[config.mk]
export PLATFORM = sky130hd
export DESIGN_NAME = nios2_mul_result_combine
export DESIGN_NICKNAME = d
export VERILOG_FILES = /design/src/rtl/nios2_mul_result_combine_pkg.sv /design/src/rtl/nios2_mul_ext_add.sv /design/src/rtl/nios2_mul_result_combine.sv
export SDC_FILE = /design/constraint.sdc
export NUM_CORES = 1
export LEC_CHECK = 0
export ABC_AREA = 1
export CAP_MARGIN = 40
export CORE_MARGIN = 2
export CORE_UTILIZATION = 55
export DETAILED_ROUTE_END_ITERATION = 6
export PLACE_DENSITY_LB_ADDON = 0.2
export SLEW_MARGIN = 20
export SYNTH_ARGS = -nofsm -noshare
export SYNTH_HDL_FRONTEND = slang
export SYNTH_HIERARCHICAL = 1
export SYNTH_SLANG_ARGS = --single-unit
export TNS_END_PERCENT = 10
[constraint.sdc]
create_clock -name clk -period 4.6 [get_ports clk]
set_clock_uncertainty 0.1 [all_clocks]
set_input_delay 1.15 -clock clk [delete_from_list [all_inputs] [get_ports clk]]
set_output_delay 1.15 -clock clk [all_outputs]
set_load 0.05 [all_outputs]
[src/rtl/nios2_mul_result_combine_pkg.sv]
// rtl/nios2_mul_result_combine_pkg.sv - widths and stage record for the multiply result combiner
package nios2_mul_result_combine_pkg;

  localparam int PART_W = 32;
  localparam int MID_W  = 34;
  localparam int PROD_W = 64;
  localparam int TAG_W  = 5;

  typedef struct packed {
    logic              valid;
    logic [MID_W-1:0]  mid;
    logic [PART_W-1:0] p1;
    logic              p4_ext;
    logic [PART_W-1:0] p4;
    logic              sel_hi;
    logic [TAG_W-1:0]  dst;
  } s1_t;

endpackage

[src/rtl/nios2_mul_ext_add.sv]
// rtl/nios2_mul_ext_add.sv - extends the two cross partial products and sums them to 34 bits
module nios2_mul_ext_add
  import nios2_mul_result_combine_pkg::*;
(
  input  logic [PART_W-1:0] p2,
  input  logic [PART_W-1:0] p3,
  input  logic              src1_signed,
  input  logic              src2_signed,
  output logic [MID_W-1:0]  mid
);

  logic [MID_W-1:0] p2_x;
  logic [MID_W-1:0] p3_x;

  // p2 is lo(src1) x hi(src2), so its sign follows src2; p3 is the mirror.
  always_comb begin
    p2_x = {{(MID_W-PART_W){src2_signed & p2[PART_W-1]}}, p2};
    p3_x = {{(MID_W-PART_W){src1_signed & p3[PART_W-1]}}, p3};
    mid  = p2_x + p3_x;
  end

endmodule

[src/rtl/nios2_mul_result_combine.sv]
// rtl/nios2_mul_result_combine.sv - two-stage partial-product combiner with ready/valid flow control
module nios2_mul_result_combine
  import nios2_mul_result_combine_pkg::*;
(
  input  logic              clk,
  input  logic              reset,
  input  logic              in_valid,
  output logic              in_ready,
  input  logic [PART_W-1:0] in_p1,
  input  logic [PART_W-1:0] in_p2,
  input  logic [PART_W-1:0] in_p3,
  input  logic [PART_W-1:0] in_p4,
  input  logic              in_src1_signed,
  input  logic              in_src2_signed,
  input  logic              in_sel_hi,
  input  logic [TAG_W-1:0]  in_dst,
  input  logic              in_flush,
  output logic              out_valid,
  input  logic              out_ready,
  output logic [PART_W-1:0] out_result,
  output logic [TAG_W-1:0]  out_dst
);

  s1_t               s1_q, s1_d;
  logic              s2_valid_q, s2_valid_d;
  logic [PART_W-1:0] s2_result_q, s2_result_d;
  logic [TAG_W-1:0]  s2_dst_q, s2_dst_d;

  logic              s2_adv;
  logic              s1_adv;
  logic              accept;
  logic [MID_W-1:0]  mid;
  logic [PROD_W-1:0] mid_term;
  logic [PROD_W-1:0] p4_term;
  logic [PROD_W-1:0] prod;

  nios2_mul_ext_add u_ext_add (
    .p2          (in_p2),
    .p3          (in_p3),
    .src1_signed (in_src1_signed),
    .src2_signed (in_src2_signed),
    .mid         (mid)
  );

  always_comb begin
    s2_adv   = !s2_valid_q | out_ready;
    s1_adv   = s2_adv | !s1_q.valid;
    in_ready = s1_adv & !in_flush & !reset;
    accept   = in_valid & in_ready;

    s1_d = s1_q;
    if (accept) begin
      s1_d.mid    = mid;
      s1_d.p1     = in_p1;
      s1_d.p4_ext = (in_src1_signed | in_src2_signed) & in_p4[PART_W-1];
      s1_d.p4     = in_p4;
      s1_d.sel_hi = in_sel_hi;
      s1_d.dst    = in_dst;
    end
    if (s1_adv) s1_d.valid = accept;
    if (in_flush) s1_d.valid = 1'b0;

    // mid is a signed 34-bit quantity once both extensions are applied.
    mid_term = {{(PROD_W-MID_W){s1_q.mid[MID_W-1]}}, s1_q.mid} << 16;
    p4_term  = {{(PROD_W-PART_W){s1_q.p4_ext}}, s1_q.p4} << 32;
    prod     = {{(PROD_W-PART_W){1'b0}}, s1_q.p1} + mid_term + p4_term;

    s2_valid_d  = s2_valid_q;
    s2_result_d = s2_result_q;
    s2_dst_d    = s2_dst_q;
    if (s2_adv) begin
      s2_valid_d = s1_q.valid;
      if (s1_q.valid) begin
        s2_result_d = s1_q.sel_hi ? prod[PROD_W-1:PART_W] : prod[PART_W-1:0];
        s2_dst_d    = s1_q.dst;
      end
    end
    if (in_flush) s2_valid_d = 1'b0;
  end

  always_ff @(posedge clk) begin
    if (reset) begin
      s1_q        <= '0;
      s2_valid_q  <= 1'b0;
      s2_result_q <= '0;
      s2_dst_q    <= '0;
    end else begin
      s1_q        <= s1_d;
      s2_valid_q  <= s2_valid_d;
      s2_result_q <= s2_result_d;
      s2_dst_q    <= s2_dst_d;
    end
  end

  assign out_valid  = s2_valid_q;
  assign out_result = s2_result_q;
  assign out_dst    = s2_dst_q;

endmodule

==> flow_metrics.tcl, run 1 <==
set metrics [dict create \
    n_antenna_cell 0 \
    crit_top_cell "nand3_1" \
    antenna_found_initial 0 \
    seq_power_share_pct 37.0 \
    syn_nets 1968 \
    gp_congestion 0.967 \
    required_ps 4820 \
    path_clk_slew_ps 70 \
    finalSetupViolations 0 \
    min_period_ps 4000 \
    syn_area_sq_um 11000 \
    switchingPower_mw 1.12 \
    core_sq_um 19600 \
    rows 51 \
    ir_drop_uv 222 \
    critical_path_arrival_ps 4220 \
    area_growth_pct 24.1 \
    grt_overflow_total 0 \
    cts_buffers 17 \
    ys.warnings.count 6 \
    track_usage_pct 33.8 \
    die-area_sq_um 21200 \
    insertion_delay_ps 440 \
    initial_core_util_pct 56.2 \
    ctsLongestPathBuffers 2 \
    clock.fmax_ghz 0.250 \
    holdCritStartpoint "s1_q[50]" \
    worstSetupEndpointType "register" \
    hp-class "reg2reg" \
    cts_tree "done" \
    drive_above_1_share_pct 5.46 \
    grt_max_degree 79 \
    crit_family "adder cells" \
    ys_types 40 \
    htreeDepth 4 \
    status "completed" \
    hold_buffers 0 \
    final_common_cell "nand2_1" \
    routed_via_density 5.61 \
    p_leak_nw 6.20 \
    maxCapViolations 0 \
    vias 12175 \
    drt_iter0_drc 932 \
    die_w_microns 146 \
    wl_per_cell_microns 16.8 \
    ys_seq_elements 143 \
    timing.final.hold_violations 0 \
    comb_power_share_pct 21.7 \
    clock_sinks 143 \
    path_buf_inv 2 \
    startpoint "s1_q[55]" \
    worstMarginPinSlew_ps 858 \
    layout_worst_path_cycle_share_pct 86.9 \
    powerDensity_nw_per_um2 259 \
    clkPwrFrac_pct 41.3 \
    cp-start-kind "register" \
    yosysSeqAreaShare_pct 26.0 \
    drc_errors 0 \
    p_int_mw 2.43 \
    ioPinCount 180 \
    cts_root_buf "clkbuf_16" \
    avgSynthCellArea_sq_um 6.33 \
    path_cells "ha_1 > fa_1 > nand3_1 > nand3_2 > nand2_1 > nand2_2 > a21boi_4 > xor2_1 > ha_1 > inv_1 > fa_1 > inv_1 > nand3_1 > nand2_2 > a21boi_4 > o21ai_1 > nand3_1 > nand3_1 > nand2_1 > nand3_1 > a21oi_1" \
    final_max_slew_viol_count 0 \
    die_y_microns 146 \
    firstDrtPassIters 6 \
    p_total_mw 3.55 \
    tns_ps 0 \
    dp_hpwl_microns 28400 \
    n_fill_cell 1740 \
    grt_pass1_vias 11717 \
    max_stage_delay_ps 440 \
    path_class "reg2reg" \
    grt_pass1_wl_microns 58400 \
    switching_share_pct 31.5 \
    antenna_left 0 \
    mostFrequentLayoutCells "nand2_1, a21oi_1, inv_1" \
    crit_path_top_delay_cell "fa_1" \
    cts_resized 0 \
    post_cts_buffers 0 \
    slew_headroom_pct 42.7 \
    cp_max_fo 5 \
    final_nets 2119 \
    finalWirelength_microns 36500 \
    synthCells 1740 \
    rsz0062_at_grt "false" \
    numPortBuffers 179 \
    r2r_start "s1_q[55]" \
]
[sequential cells by signal, summed over array words and instances, names as in the netlist]
name and cells:
out_result 32, out_valid 1, out_dst 5, mid_term 34
p4_term 32, s1_q 39
[stage by stage]
| stage | instance area (sq um) | worst slack (ps) | hold slack, ps | util [%] | std cells |
|---|---|---|---|---|---|
| after CTS | 13600 | 661 | 356 | 69.5 | 2167 |
| after detailed placement | 13000 | 735 | 347 | 66.4 | 2135 |
| after floorplan | 11000 | 1270 | 330 | - | 1740 |
| final | 13700 | 604 | 352 | 69.8 | 2169 |
| after global placement | 13000 | 781 | 340 | 66.3 | 2134 |
| after global routing | 13700 | 361 | 373 | 69.8 | 2169 |
[final cells by class]
class                      instances  area, sq um  area share, %
clock buffer                      18          439           3.21
clock inverter                    14          171           1.25
inverter                         196          736           5.38
multi-input combinational       1342         7180           52.5
sequential                       143         2860           20.9
tap                              265          332           2.43
timing repair buffer             191         1950           14.2
[power by group through the flow]
stage	sequential, mW	combinational, mW	clock (mW)
after detailed placement	1.34	0.754	0
after CTS	1.31	0.759	1.47
after global placement	1.34	0.742	0
after floorplan	1.35	0.454	0
final	1.31	0.771	1.46
after global routing	1.31	0.850	1.53
[worst register-to-register path, stage by stage, from the launching register on]
cell	delay, ps
dfxtp_1	320
ha_1	250
fa_1	440
nand3_1	120
nand3_2	140
nand2_1	100
nand2_2	80
a21boi_4	220
xor2_1	170
ha_1	190
inv_1	60
fa_1	350
inv_1	140
nand3_1	120
nand2_2	170
a21boi_4	110
o21ai_1	280
nand3_1	150
nand3_1	110
nand2_1	50
nand3_1	110
a21oi_1	80
[synth_stat cells (all sizes together)]
cell type / instances / area [sq um]
dfxtp: 143 / 2860
nor4: 5 / 37.5
a21o: 9 / 67.6
nand3: 162 / 841
a21boi: 4 / 52.6
fa: 3 / 60.1
and2: 2 / 12.5
nor3: 31 / 181
nand4: 16 / 100
buf: 14 / 76.3
ha: 84 / 1050
o21ai: 118 / 598
nor2: 142 / 553
xnor2: 4 / 35.0
clkbuf: 45 / 169
nand3b: 8 / 60.1
o21bai: 9 / 67.6
a21oi: 247 / 1270
or2: 2 / 12.5
xor2: 46 / 403
a31oi: 5 / 31.3
nand2: 443 / 1720
inv: 196 / 736
a211oi: 2 / 15.0
[worst paths after layout]
path                     to  cells after the start  slack, ps
max          out_result[26]                     21        600
min                s1_q[50]                      2        350
max reg2reg  out_result[26]                     21        600
min reg2reg        s1_q[50]                      2        350
[kinds of logic (layout without fill, tap and decap cells)]
| logic type | Yosys count | after routing | synth area share, % |
|---|---|---|---|
| AO/OA/AOI/OAI | 394 | 394 | 19.1 |
| XOR/XNOR | 50 | 50 | 3.98 |
| adder cells (fa/ha/maj) | 87 | 87 | 10.1 |
| buffers and inverters | 255 | 419 | 8.91 |
| flip-flops | 143 | 143 | 26.0 |
| AND/OR/NAND/NOR | 811 | 811 | 32.0 |
[per-layer routing]
layer	share of wire, %	GRT usage, %	up-vias
met2	49	61.1	459
met5	0	0	-
met1	42	41.0	5564
li1	-	-	6061
met4	3.6	12.5	0
met3	5.4	4.58	91
(Power assumes the default switching activity.)
==> run 2, diff against run 1 <==
CORE_UTILIZATION = 50   (was 55)
clock period = 3.21 ns   (was 4.6 ns; I/O delays follow)
==> run 2 against run 1 <==
Net effect: the flow now finishes with violations (setup timing); cell area grew 21%; sequential share of layout area is 3.4 points lower; critical path depth did not move; via count grew 12%; global-route usage up 1.5 points; utilization rose by 6.3 points; power grew 54%; cell count up 12%; sequential power rose by 44%; largest power group unchanged.
==> flow_metrics.tcl, run 2 (synthesis results as in run 1) <==
set metrics [dict create \
    use_met1_pct 39.1 \
    cts_root_buf "clkbuf_16" \
    mostFrequentLayoutCells "nand2_1, buf_4, a21oi_1" \
    status "complete, but fails checks" \
    antenna_found_initial 0 \
    final_common_cell "nand2_1" \
    routed_via_density 5.62 \
    antenna_left 0 \
    failed_checks "setup timing" \
    final_max_slew_viol_count 0 \
    ctsLongestPathBuffers 2 \
    drc_errors 0 \
    initial_core_util_pct 50.6 \
    multiInputGateArea_sq_um 8190 \
    regArea_sq_um 2900 \
    grt_pass1_vias 13512 \
    clock.fmax_ghz 0.279 \
    firstDrtPassIters 6 \
    hp-class "reg2reg" \
    clock_sinks 143 \
    layout_worst_path_cycle_share_pct 112 \
    use_met2_pct 64.4 \
    timing.final.hold_violations 0 \
    area_growth_pct 50.3 \
    rows 54 \
    die_y_microns 152 \
    htreeDepth 4 \
    hold_buffers 0 \
    maxCapViolations 0 \
    grt_max_degree 55 \
    setup_ws_ps -379 \
    drive_above_1_share_pct 24.4 \
    cts_tree "done" \
    critical_path_arrival_ps 3880 \
    finalWirelength_microns 44000 \
    min_period_ps 3590 \
    grt_overflow_total 0 \
    ir_drop_uv 294 \
    final_area_sq_um 16600 \
    core_sq_um 21800 \
    grt_pass1_wl_microns 66700 \
    largest_reg_flops 39 \
    place_inst 2363 \
    top_usage_layer "met2" \
    powerDensity_nw_per_um2 329 \
    cts_buffers 17 \
    fin_cells 2425 \
    cp-start-kind "register" \
    worstSetupEndpointType "register" \
    ioPinCount 180 \
    finalSetupViolations 28 \
    vias 13632 \
    path_class "reg2reg" \
    place_area_sq_um 14700 \
    cp_max_fo 4 \
    drt_iter0_drc 1131 \
    top_register "s1_q" \
    gp_congestion 0.949 \
    track_usage_pct 35.4 \
    final_nets 2360 \
    die_w_microns 152 \
    p_leak_nw 7.45 \
    rsz0062_at_grt "true" \
    slew_headroom_pct 59.3 \
    path_clk_slew_ps 70 \
    use_met3_pct 5.80 \
    dp_slack_ps -483 \
    worstMarginPinSlew_ps 611 \
    p_total_mw 5.45 \
    n_fill_cell 1677 \
    required_ps 3500 \
    n_antenna_cell 0 \
    numPortBuffers 179 \
    die-area_sq_um 23200 \
    dp_hpwl_microns 31800 \
    wl_per_cell_microns 18.1 \
    insertion_delay_ps 450 \
]
[run 2: worst paths after layout]
path                     start              to  slack (ps)  cells past startpoint
setup / recovery  mid_term[21]  out_result[30]        -380                     21
hold / removal        s1_q[50]        s1_q[50]         360                      2
setup reg to reg  mid_term[21]  out_result[30]        -380                     21
hold reg to reg       s1_q[50]        s1_q[50]         360                      2
[run 2: power breakdown]
group | leakage [nW] | switching [mW] | internal, mW
clock network | 0.297 | 0.896 | 1.26
logic | 5.98 | 0.760 | 0.636
registers | 1.17 | 0.0542 | 1.84
[run 2: final cells by class]
type	count	area share (%)
inverter	196	4.47
sequential	143	17.5
tap	280	2.12
clock inverter	13	1.07
clock buffer	19	2.68
timing repair buffer	431	22.6
multi-input combinational	1342	49.5
timing repair inverter	1	0.0454
[run 2: stage by stage]
stage | utilization, % | hold slack [ps] | TNS [ps]
6_report | 76.1 | 360 | -7780
3_5_place_dp | 67.4 | 349 | -9730
2_1_floorplan | - | 330 | -7.51
5_1_grt | 76.1 | 369 | -12370
4_1_cts | 74.4 | 359 | -2340
3_3_place_gp | 67.3 | 341 | -7890
[run 2: timing repair]
action,CTS,global route
gates resized for setup,153,83
pin swaps,58,51
setup buffers,20,9
gates cloned,1,0
endpoints found under the setup margin,28,29
[run 2: worst max-delay path: stages (launching register included)]
cell,delay (ps)
dfxtp_2,340
ha_4,270
a21oi_1,230
nand2_2,120
nand2_2,90
nand3_4,110
nand2_4,80
nand2_4,50
a21boi_4,230
nor2_4,70
nand2_2,90
xor2_1,170
inv_1,100
ha_4,320
nand2_4,90
nor2_2,180
nand3_1,150
o21ai_4,240
nand3b_1,130
nand3_1,120
nand3_2,90
a21oi_2,130
[run 2: per-layer routing]
metal | part of all wire [%] | vias up
met2 | 49 | 617
met5 | 0 | -
met1 | 38 | 6253
li1 | - | 6542
met3 | 6.3 | 220
met4 | 6.6 | 0
